[config.mk]
export PLATFORM = sky130hd
export DESIGN_NAME = mem_bus_ctrl
export DESIGN_NICKNAME = d
export VERILOG_FILES = /design/src/rtl/mem_bus_ctrl.sv
export SDC_FILE = /design/constraint.sdc
export NUM_CORES = 1
export LEC_CHECK = 0
export CORE_MARGIN = 2
export CORE_UTILIZATION = 39
export DETAILED_ROUTE_END_ITERATION = 12
export GPL_ROUTABILITY_DRIVEN = 0
export PLACE_DENSITY = 0.79
export SKIP_LAST_GASP = 1
export SYNTH_ARGS = -nofsm -noshare
export SYNTH_HDL_FRONTEND = slang
export SYNTH_SLANG_ARGS = --single-unit
[constraint.sdc]
create_clock -name clk -period 1.7 [get_ports clk]
set_input_delay 0.51 -clock clk [delete_from_list [all_inputs] [get_ports clk]]
set_output_delay 0.51 -clock clk [all_outputs]
set_load 0.01 [all_outputs]
[src/rtl/mem_bus_ctrl.sv]
// mem_bus_ctrl: bridges a CPU MAR/MDR pair to a single-request memory port.
//
// A registered three-state FSM (IDLE -> ACCESS -> DONE -> IDLE). Every output
// comes from a register.
//
// Ports:
//   clk, rst_n       clock; asynchronous active-low reset
//   req, we          CPU access request (sampled in IDLE) and type (1 = write)
//   mar, mdr_in      address and write data from the CPU
//   mdr_out          read data for the CPU MDR
//   mdr_load         one-cycle strobe: CPU loads mdr_out
//   busy             access in progress (ACCESS and DONE)
//   done, err        one-cycle completion strobe; err marks an aborted access
//   mem_en, mem_we   memory request (held until mem_ready) and write enable
//   mem_addr         memory address
//   mem_wdata        memory write data
//   mem_rdata        memory read data, valid with mem_ready
//   mem_ready        memory accepts/completes the access this cycle
//
// Build option: define MEM_BUS_TIMEOUT_EN to abort an ACCESS that has seen no
// mem_ready for TIMEOUT cycles. Without it, err is tied to 0 and TIMEOUT is
// only range-checked.
module mem_bus_ctrl #(
    parameter int unsigned TIMEOUT = 16
) (
    input  logic        clk,
    input  logic        rst_n,
    input  logic        req,
    input  logic        we,
    input  logic [15:0] mar,
    input  logic [15:0] mdr_in,
    output logic [15:0] mdr_out,
    output logic        mdr_load,
    output logic        busy,
    output logic        done,
    output logic        err,
    output logic        mem_en,
    output logic        mem_we,
    output logic [15:0] mem_addr,
    output logic [15:0] mem_wdata,
    input  logic [15:0] mem_rdata,
    input  logic        mem_ready
);

    typedef enum logic [1:0] {
        IDLE   = 2'd0,
        ACCESS = 2'd1,
        DONE   = 2'd2
    } state_t;

    if (TIMEOUT < 1 || TIMEOUT > 255) begin : g_timeout_range
        $error("mem_bus_ctrl: TIMEOUT must be in 1..255");
    end

    state_t      state, next_state;
    logic [15:0] next_mdr_out;
    logic        next_mdr_load;
    logic        next_busy;
    logic        next_done;
    logic        next_err;
    logic        next_mem_en;
    logic        next_mem_we;
    logic [15:0] next_mem_addr;
    logic [15:0] next_mem_wdata;

`ifdef MEM_BUS_TIMEOUT_EN
    logic [7:0]  cnt, next_cnt;
    logic        err_q;
    localparam logic [7:0] TIMEOUT_LAST = 8'(TIMEOUT - 1);
`endif

    // State register
    always_ff @(posedge clk or negedge rst_n) begin
        if (!rst_n) state <= IDLE;
        else        state <= next_state;
    end

    // Next-state and next-output logic; outputs are registered below.
    always_comb begin
        next_state     = state;
        next_mdr_out   = mdr_out;
        next_mdr_load  = 1'b0;
        next_busy      = busy;
        next_done      = 1'b0;
        next_err       = 1'b0;
        next_mem_en    = mem_en;
        next_mem_we    = mem_we;
        next_mem_addr  = mem_addr;
        next_mem_wdata = mem_wdata;
`ifdef MEM_BUS_TIMEOUT_EN
        next_cnt       = cnt;
`endif
        case (state)
            IDLE: begin
                next_busy = 1'b0;
                if (req) begin
                    next_mem_addr  = mar;
                    next_mem_wdata = mdr_in;
                    next_mem_we    = we;
                    next_mem_en    = 1'b1;
                    next_busy      = 1'b1;
`ifdef MEM_BUS_TIMEOUT_EN
                    next_cnt       = '0;
`endif
                    next_state     = ACCESS;
                end
            end
            ACCESS: begin
                if (mem_ready) begin
                    next_mem_en   = 1'b0;
                    next_done     = 1'b1;
                    next_mdr_load = ~mem_we;
                    if (!mem_we) next_mdr_out = mem_rdata;
                    next_state    = DONE;
                end
`ifdef MEM_BUS_TIMEOUT_EN
                else if (cnt == TIMEOUT_LAST) begin
                    // Abort: strobe done with err, keep mdr_out untouched.
                    next_mem_en = 1'b0;
                    next_done   = 1'b1;
                    next_err    = 1'b1;
                    next_state  = DONE;
                end else begin
                    next_cnt = cnt + 8'd1;
                end
`endif
            end
            DONE: begin
                next_busy  = 1'b0;
                next_state = IDLE;
            end
            default: begin
                next_busy   = 1'b0;
                next_mem_en = 1'b0;
                next_state  = IDLE;
            end
        endcase
    end

    // Output registers
    always_ff @(posedge clk or negedge rst_n) begin
        if (!rst_n) begin
            mdr_out   <= '0;
            mdr_load  <= 1'b0;
            busy      <= 1'b0;
            done      <= 1'b0;
            mem_en    <= 1'b0;
            mem_we    <= 1'b0;
            mem_addr  <= '0;
            mem_wdata <= '0;
        end else begin
            mdr_out   <= next_mdr_out;
            mdr_load  <= next_mdr_load;
            busy      <= next_busy;
            done      <= next_done;
            mem_en    <= next_mem_en;
            mem_we    <= next_mem_we;
            mem_addr  <= next_mem_addr;
            mem_wdata <= next_mem_wdata;
        end
    end

`ifdef MEM_BUS_TIMEOUT_EN
    always_ff @(posedge clk or negedge rst_n) begin
        if (!rst_n) begin
            cnt   <= '0;
            err_q <= 1'b0;
        end else begin
            cnt   <= next_cnt;
            err_q <= next_err;
        end
    end

    assign err = err_q;
`else
    assign err = 1'b0;

    logic unused_err;
    assign unused_err = next_err;
`endif

endmodule
==> impl_metrics.json <==
{
  "firstDrtPassIters": 4,
  "yosys.area.top_type": "dfrtp_1",
  "fin_nets": 291,
  "rsz0062_at_grt": "false",
  "grt_antenna_before_repair": 0,
  "power_leakage_nw": 1.52,
  "gr-total-overflow": 0,
  "grt_max_degree": 56,
  "drive_above_1_share_pct": 28.5,
  "critPathMaxFanout": 10,
  "syn_nets": 178,
  "rows": 26,
  "critPathKind": "input pin to flop",
  "worstSetupStartpointType": "input pin",
  "drtAntennaViolNets": 0,
  "vias_per_cell": 4.57,
  "syn_avg_cell_area_um2": 16.8,
  "final_hold_viol_count": 0,
  "post-route-min-period_ns": 1.64,
  "ios": 107,
  "vdd_ir_drop_max_uv": 727,
  "maxCapViolCount": 0,
  "final_cells": 309,
  "slew_viol_final": 0,
  "synth_top_area_share_pct": 65.4,
  "holdWs_ns": 0.180,
  "synth_most_common_cell": "dfrtp_1",
  "synth_area_leaders": "dfrtp_1 65%, mux2_2 21%, mux2_4 6.4%",
  "clockBufferDepth": 2,
  "cp.required_ns": 1.89,
  "fmax_mhz": 609,
  "drc": 0,
  "multi_input_area_um2": 672,
  "diodes": 0,
  "hpwl_um": 3410,
  "finalSetupViolations": 0,
  "vias": 1413,
  "grt_pass1_wl_um": 7260,
  "io_buffers": 105,
  "hold_class": "input pin to asynchronous set/reset pin",
  "synth_edf_count": 0,
  "cts_sinks": 55,
  "min_period_over_period_pct": 96.5,
  "wl_per_cell_um": 14.7,
  "end_kind": "flop",
  "cts_max_level": 2,
  "finalWirelength_um": 4560,
  "syn_area_um2": 2110,
  "grt_use_total_pct": 15.7,
  "insertion_delay_ns": 0.30,
  "post_cts_buffers": 0,
  "first_iter_violations": 60,
  "area_growth_pct": 57.7,
  "yosys_warnings": 0,
  "fillers": 428,
  "synth.distinct_cells": 18,
  "critPathArrivalTime_ns": 1.83,
  "ys_ff_latch": 55,
  "dp_cells": 301,
  "core_area_um2": 5170,
  "ys_seq_area_share_pct": 65.4,
  "cts_root_buf": "clkbuf_8",
  "die_w_um": 77.5,
  "clk_pin_slew_worst_paths_ns": 0.10,
  "die_height_um": 77.5,
  "fp.dieArea_um2": 6000,
  "ys_async_sr_fraction_pct": 100,
  "synth_commonest_cells": "55 x dfrtp_1, 40 x mux2_2, 9 x mux2_4",
  "numCtsBuffers": 5,
  "fin_skew_ns": 0.00546,
  "powerDensity_nw_per_um2": 1440,
  "initial_core_util_pct": 40.7,
  "regArea_um2": 1380,
  "grt_pass1_vias": 1413,
  "status": "finished clean",
  "syn_inst": 125,
  "synth_flop_cell": "dfrtp_1",
  "tritoncts": "done"
}
## flip-flops by register name, indices dropped and copies added (netlist names)
name,count
busy,1
mdr_load,1
mem_wdata,16
state,2
mem_addr,16
done,1
mem_we,1
mdr_out,16
mem_en,1
## path summary, 6_finish.rpt
check / startpoint / slack [ns] / cells past startpoint / end
setup / recovery: mem_ready / 0.06 / 5 / mdr_out[9]
hold / removal: rst_n / 0.18 / 2 / mem_wdata[2]
setup reg to reg: state[1] / 0.20 / 4 / mdr_out[9]
hold reg to reg: mem_wdata[6] / 0.51 / 1 / mem_wdata[6]
max in group asynchronous: rst_n / 1.27 / 2 / mem_addr[12]
min in group clk: mem_wdata[6] / 0.51 / 1 / mem_wdata[6]
## routing by layer
layer  vias to the layer above  track usage [%]  share of wire, %
met5                         -                0                 0
met4                         0             6.07               2.5
met3                         8             5.58               7.6
met2                        64             24.7                49
met1                       685             20.0                41
li1                        656                -                 -
## stage by stage
step	TNS [ns]	utilization (%)	setup WS [ns]	area [um2]	power, mW
5_1_grt	0	64.2	0.0295	3320	5.07
2_1_floorplan	0	-	0.231	2110	3.10
4_1_cts	0	64.1	0.000473	3310	4.86
3_5_place_dp	-12.07	63.6	-0.265	3290	4.52
3_3_place_gp	-11.35	63.6	-0.238	3290	4.47
6_report	0	64.2	0.0590	3320	4.78
## report_power, final
group / internal [mW] / total [mW] / leakage [nW] / switching, mW
clock network: 0.291 / 0.702 / 0.0483 / 0.411
logic: 1.19 / 1.96 / 0.822 / 0.772
registers: 1.84 / 2.11 / 0.652 / 0.272
total: 3.32 / 4.78 / 1.52 / 1.46
## timing repair
item | CTS | global route
pin swaps | 0 | 0
endpoints found under the hold margin | 0 | 0
resized for setup | 50 | 3
hold buffers | 0 | 0
cloned | 0 | 0
setup endpoints to repair | 50 | 3
## cell usage in the layout, fill, tap and decap left out
master	synthesis	final
dfrtp_1	55	55
clkdlybuf4s50_1	0	51
dlygate4sd2_1	0	50
mux2_2	40	40
mux2_4	9	9
clkbuf_8	0	5
buf_12	1	4
a21oi_1	3	3
dlymetal6s2s_1	0	3
buf_4	1	3
nand2b_1	2	2
nand2_1	2	2
clkinv_2	0	2
and3b_1	1	1
nor2b_4	1	1
nor2_2	1	1
and3b_2	1	1
inv_1	1	1
nor2_1	1	1
o21ai_0	1	1
conb_1	1	1
inv_6	0	1
buf_2	3	1
## cell type report
cell class | count | area share [%]
sequential | 55 | 41.4
timing repair buffer | 112 | 32.9
multi-input combinational | 63 | 20.2
tap | 70 | 2.64
clock buffer | 5 | 2.07
clock inverter | 3 | 0.565
inverter | 1 | 0.113
## cells by family after synthesis
kind of cell / Yosys count / synth area share, %
flip-flops: 55 / 65.4
buffers and inverters: 7 / 2.73
other: 1 / 0.178
AND/OR/NAND/NOR: 9 / 2.97
AO/OA/AOI/OAI: 4 / 0.950
multiplexers: 49 / 27.8
## critical path, cell delays in order
cell and delay (ns):
clkdlybuf4s50_1 0.47, and3b_1 0.18, nor2b_4 0.21, buf_12 0.16, mux2_4 0.30
No activity file was read; power rests on OpenSTA's default activity.
